`config.mk`:
```
export PLATFORM = sky130hd
export DESIGN_NAME = fwd_hazard_scoreboard
export DESIGN_NICKNAME = d
export VERILOG_FILES = /design/src/rtl/fwd_hazard_scoreboard.sv
export SDC_FILE = /design/constraint.sdc
export NUM_CORES = 1
export LEC_CHECK = 0
export BUFFER_PORTS_ARGS = -buffer_cell sky130_fd_sc_hd__buf_2
export CORE_MARGIN = 2
export CORE_UTILIZATION = 55
export DETAILED_ROUTE_END_ITERATION = 10
export GPL_TIMING_DRIVEN = 0
export MAX_ROUTING_LAYER = met4
export PLACE_DENSITY = 0.87
export SETUP_SLACK_MARGIN = 0.05
export SYNTH_ARGS = -nofsm -noshare
export SYNTH_HDL_FRONTEND = slang
export SYNTH_SLANG_ARGS = --single-unit
```
`constraint.sdc`:
```
create_clock -name clk -period 5.8 [get_ports clk]
set_input_delay 0.29 -clock clk [delete_from_list [all_inputs] [get_ports clk]]
set_output_delay 0.29 -clock clk [all_outputs]
set_load 0.02 [all_outputs]
```
`src/rtl/fwd_hazard_scoreboard.sv`:
```
// Forwarding, load-use and MC-scoreboard hazard unit for the 5-stage pipeline.
// EX operand selects, ID bypass from the MC result bus, and the front-end stall.
module fwd_hazard_scoreboard #(
    parameter int unsigned NUM_SRC = 2,
    parameter int unsigned REG_W   = 5,
    parameter int unsigned MC_LAT  = 4,
    parameter int unsigned CNT_W   = 16
) (
    input  logic                       clk,
    input  logic                       rst,
    input  logic [NUM_SRC*REG_W-1:0]   id_src,
    input  logic [REG_W-1:0]           id_rd,
    input  logic                       id_reg_write,
    input  logic [NUM_SRC*REG_W-1:0]   ex_src,
    input  logic [REG_W-1:0]           ex_rd,
    input  logic                       ex_mem_read,
    input  logic                       ex_mc_issue,
    input  logic                       mem_reg_write,
    input  logic [REG_W-1:0]           mem_rd,
    input  logic                       wb_reg_write,
    input  logic [REG_W-1:0]           wb_rd,
    output logic [NUM_SRC*2-1:0]       forward_sel,
    output logic [NUM_SRC-1:0]         id_mc_bypass,
    output logic                       stall,
    output logic                       mc_retire_valid,
    output logic [REG_W-1:0]           mc_retire_rd,
    output logic [CNT_W-1:0]           stall_count
);

    localparam int unsigned SEL_W = 2;

    logic [MC_LAT-1:0] sb_valid;
    logic [REG_W-1:0]  sb_rd [MC_LAT];

    logic [NUM_SRC-1:0] src_pending;
    logic               rd_pending;
    logic               load_use;
    logic               rd_retiring;

    // Scoreboard shift register and saturating stall counter
    always_ff @(posedge clk) begin
        if (rst) begin
            sb_valid    <= '0;
            stall_count <= '0;
            for (int unsigned k = 0; k < MC_LAT; k++) begin
                sb_rd[k] <= '0;
            end
        end else begin
            sb_valid[0] <= ex_mc_issue && (ex_rd != '0);
            sb_rd[0]    <= ex_rd;
            for (int unsigned k = 1; k < MC_LAT; k++) begin
                sb_valid[k] <= sb_valid[k-1];
                sb_rd[k]    <= sb_rd[k-1];
            end
            if (stall && (stall_count != '1)) begin
                stall_count <= stall_count + CNT_W'(1);
            end
        end
    end

    assign mc_retire_valid = sb_valid[MC_LAT-1];
    assign mc_retire_rd    = sb_rd[MC_LAT-1];

    // Operand forwarding, pending-set lookup and bypass selection
    always_comb begin
        forward_sel  = '0;
        id_mc_bypass = '0;
        src_pending  = '0;
        load_use     = 1'b0;
        for (int unsigned i = 0; i < NUM_SRC; i++) begin
            if (ex_src[i*REG_W +: REG_W] != '0) begin
                if (mem_reg_write && (mem_rd == ex_src[i*REG_W +: REG_W])) begin
                    forward_sel[i*SEL_W +: SEL_W] = 2'b10;
                end else if (wb_reg_write && (wb_rd == ex_src[i*REG_W +: REG_W])) begin
                    forward_sel[i*SEL_W +: SEL_W] = 2'b01;
                end
            end
            if (id_src[i*REG_W +: REG_W] != '0) begin
                src_pending[i] = ex_mc_issue && (ex_rd == id_src[i*REG_W +: REG_W]);
                for (int unsigned k = 0; k < MC_LAT-1; k++) begin
                    if (sb_valid[k] && (sb_rd[k] == id_src[i*REG_W +: REG_W])) begin
                        src_pending[i] = 1'b1;
                    end
                end
                // A younger in-flight write to the same register shadows the retiring one
                id_mc_bypass[i] = sb_valid[MC_LAT-1]
                                  && (sb_rd[MC_LAT-1] == id_src[i*REG_W +: REG_W])
                                  && !src_pending[i];
                if (ex_mem_read && (ex_rd == id_src[i*REG_W +: REG_W])) begin
                    load_use = 1'b1;
                end
            end
        end
    end

    // Destination lookup for write-after-write ordering against MC ops
    always_comb begin
        rd_pending  = 1'b0;
        rd_retiring = 1'b0;
        if (id_rd != '0) begin
            rd_pending  = ex_mc_issue && (ex_rd == id_rd);
            rd_retiring = sb_valid[MC_LAT-1] && (sb_rd[MC_LAT-1] == id_rd);
            for (int unsigned k = 0; k < MC_LAT-1; k++) begin
                if (sb_valid[k] && (sb_rd[k] == id_rd)) begin
                    rd_pending = 1'b1;
                end
            end
        end
    end

    assign stall = load_use || (|src_pending) || (id_reg_write && (rd_pending || rd_retiring));

endmodule
```
==> results.md <==
* Clk pwr share at between 30% and 40%
* Setup crit end kind: output pin
* Cell internal pwr at a little under 500 uW
* DRT Pass-1 Iters at 4
* CP Launch Type: flop
* Vias at 2,664
* Flop pwr share at 43.2%
* Cell Rows at 26
* CP max FO at 10
* Post-placement cell count at 465
* Status: finished, final reports clean
* Core Footprint at 5107 sq um
* Total GRT Usage at 26.77%
* Clock slew at reported path FFs at 0.07 ns
* Die extent in y at roughly 77 um
* Remaining antenna violation count at 0
* Ports at 76
* Initial Util at 56.64%
* Final period utilization at 44.09%
* Rel. slew slack at ~69%
* Clk root buf: clkbuf_8
* Share of power burned in combinational logic at 19.3%
* Dpl hpwl at ~5800 um
* CP bufs+invs at 4
* Fin crit period at about 2.6 ns
* Clk_skew at between 0.009 and 0.01 ns
* H-tree lvl count at 2
* Post-CTS sizing at 0
* DRC viols at 0
* Fmax at 391.0 MHz
* CTS Hold Bufs at 0
* CP delay by family, top: buffers and inverters
* Synth-to-Final Area Change at 17.78%
* Vias/cell at 5.632
* Slew Viols, Final at 0
* FILL cells at 409
* CTS tree: yes
* CP peak stage delay at 0.45 ns
* Final hold violation count at 0
* # diodes at 0
* Nets at 450
* Proportion of layout cells with a drive suffix above 1 at 25.81%
* Seq/Total Area, Yosys at 27.68%
* Max IR drop VDD at 0.1479 mV
* Seq. cell area at around 800 sq um
* GRT overflow at 0
* Port Buffers at 60
* FFs w/ async S/R, synth at 0%
* #FFs+latches synth at 40
* CTS Buffer Depth at 2
* Final setup TNS at 0 ns
* Initial antenna violation count at 0
* Skew-Pair Late Insertion Delay at ~0.30 ns
* P_sw at 180.0 uW
* Worst Hold Class: in -> reg
* GPL Wtd Cong at slightly below 1
* RSZ-0062 raised after global routing: no
* Final cell count without fillers at 473
* Drt total wl at ~7500 um
* Critical Path AT at 2.27 ns
* Vias in the first global route at roughly 2,700
* Syn Inst Count at between 300 and 400
* Yosys cell types at 42
* Largest net degree at the start of global routing at 13
* Mapped Nets at 383
* Average cell area after synthesis at 8.635 sq um
* Final setup violation count at 0
* Switch share at approximately a quarter
* Die area at 5856 sq um
* Drt wl/cell at ~16 um
* Final Power at 673.2 uW
* Crit path kind: reg -> out
* Mapped Area at 2893 sq um
* Top_reg_cell synth: dfxtp_1
* CTS Buf Count at 5
* First-pass GRT wire length at 12,480 um
* Worst slew pin tran at between 0.4 and 0.5 ns
* Power per cell area at 197.6 nW/um^2
* CP Data Required Time at around 5.5 ns
* Post-CTS Setup Repair Bufs at 0
* Post-synth EDFFs at 0
* Clock Sinks at 40
* Initial drt markers at 160
* Crit path cell chain: xnor2_1 > nand4_1 > o22ai_1 > a31oi_1 > a21oi_2 > nor3_2 > buf_6 > buf_4 > inv_1 > buf_2
* Die width at 76.53 um
* Max-capacitance violation count at 0
* Leakage at 1.373 nW
* Area of the multi-input gates at 1883 sq um
* CP max stage cell: dfxtp_1
* Synth Warn # at 0
## synthesized netlist by cell type (7+ instances only)
cell type	number	area (sq um)
nand2_1	12	45.04
or3_1	11	68.82
xor2_1	50	437.9
dfxtp_1	40	800.8
buf_6	9	101.4
o21ai_1	7	35.03
nand3_1	16	80.08
xnor2_1	45	394.1
nor2b_1	28	175.2
buf_2	8	40.04
nor2_1	12	45.04
nor4_1	13	81.33
nand4_1	9	56.30
or4_1	9	67.56
a21oi_1	11	55.05
## sequential cells by signal (all words and copies together) (netlist names)
register     count
sb_rd           20
stall_count     16
sb_valid         4
## per-layer routing
| metal | track usage [%] | vias up | share of wire [%] |
|---|---|---|---|
| met3 | 4.621 | 18 | 5.8 |
| met1 | 32.53 | 1240 | 44 |
| met5 | - | - | 0 |
| met2 | 44.78 | 123 | 48 |
| met4 | 9.455 | 0 | 2.2 |
| li1 | - | 1283 | - |
## worst paths after layout
kind	start	to	slack (ns)	cells past startpoint
setup reg to reg	stall_count[7]	stall_count[3]	3.54	6
hold reg to reg	sb_valid[0]	sb_valid[1]	0.50	1
setup / recovery	sb_rd[0][3]	stall	3.24	10
hold / removal	ex_rd[4]	sb_rd[0][4]	0.31	2
## metrics by stage
stage                     instance area (sq um)  setup slack [ns]  hold slack (ns)  util (%)
after floorplan                            2893             3.713           0.4182         -
after global placement                     3281             3.474           0.4851     64.23
after detailed placement                   3281             3.408           0.4947     64.23
after CTS                                  3407             3.263           0.3072     66.71
after global routing                       3407             3.039           0.3110     66.71
final                                      3407             3.243           0.3065     66.71
## area by class of cell
type | instances | share of cell area [%]
Buffer | 28 | 6.023
Clock buffer | 7 | 2.828
Clock inverter | 1 | 0.8814
Inverter | 1 | 0.1102
Multi-Input combinational cell | 266 | 55.27
Sequential cell | 40 | 23.50
Tap cell | 70 | 2.571
Timing Repair Buffer | 60 | 8.814
## cells in the final DEF, fill, tap and decap left out, drive strengths merged, types with 2 or more instances in the layout
cell type	count
or3b	2
nor3	7
nor4	13
and3	5
nor2b	28
nand4	9
dfxtp	40
or2	2
mux2	3
or3	11
nor2	12
xnor2	45
nor3b	2
nand3	16
clkbuf	12
o211ai	2
xor2	50
nor4b	2
nand2	12
or4	9
a21oi	13
o21ai	14
a31oi	2
buf	83
## power groups by stage
stage,Combinational (mW),Clock [mW],Sequential [mW]
final,0.130,0.253,0.291
after global routing,0.142,0.266,0.292
after CTS,0.128,0.254,0.291
after detailed placement,0.127,0,0.297
after global placement,0.122,0,0.297
after floorplan,0.0876,0,0.296
## cell families after synthesis
family / after synthesis / share of synthesized area [%]
compound gates: 35 / 7.656
buf+inv: 29 / 7.223
flops: 40 / 27.68
xor+xnor: 95 / 28.76
mux: 3 / 1.168
simple gates: 132 / 27.08
fa+ha+maj: 1 / 0.4325
Note: power is estimated with default switching activity, not from simulation.
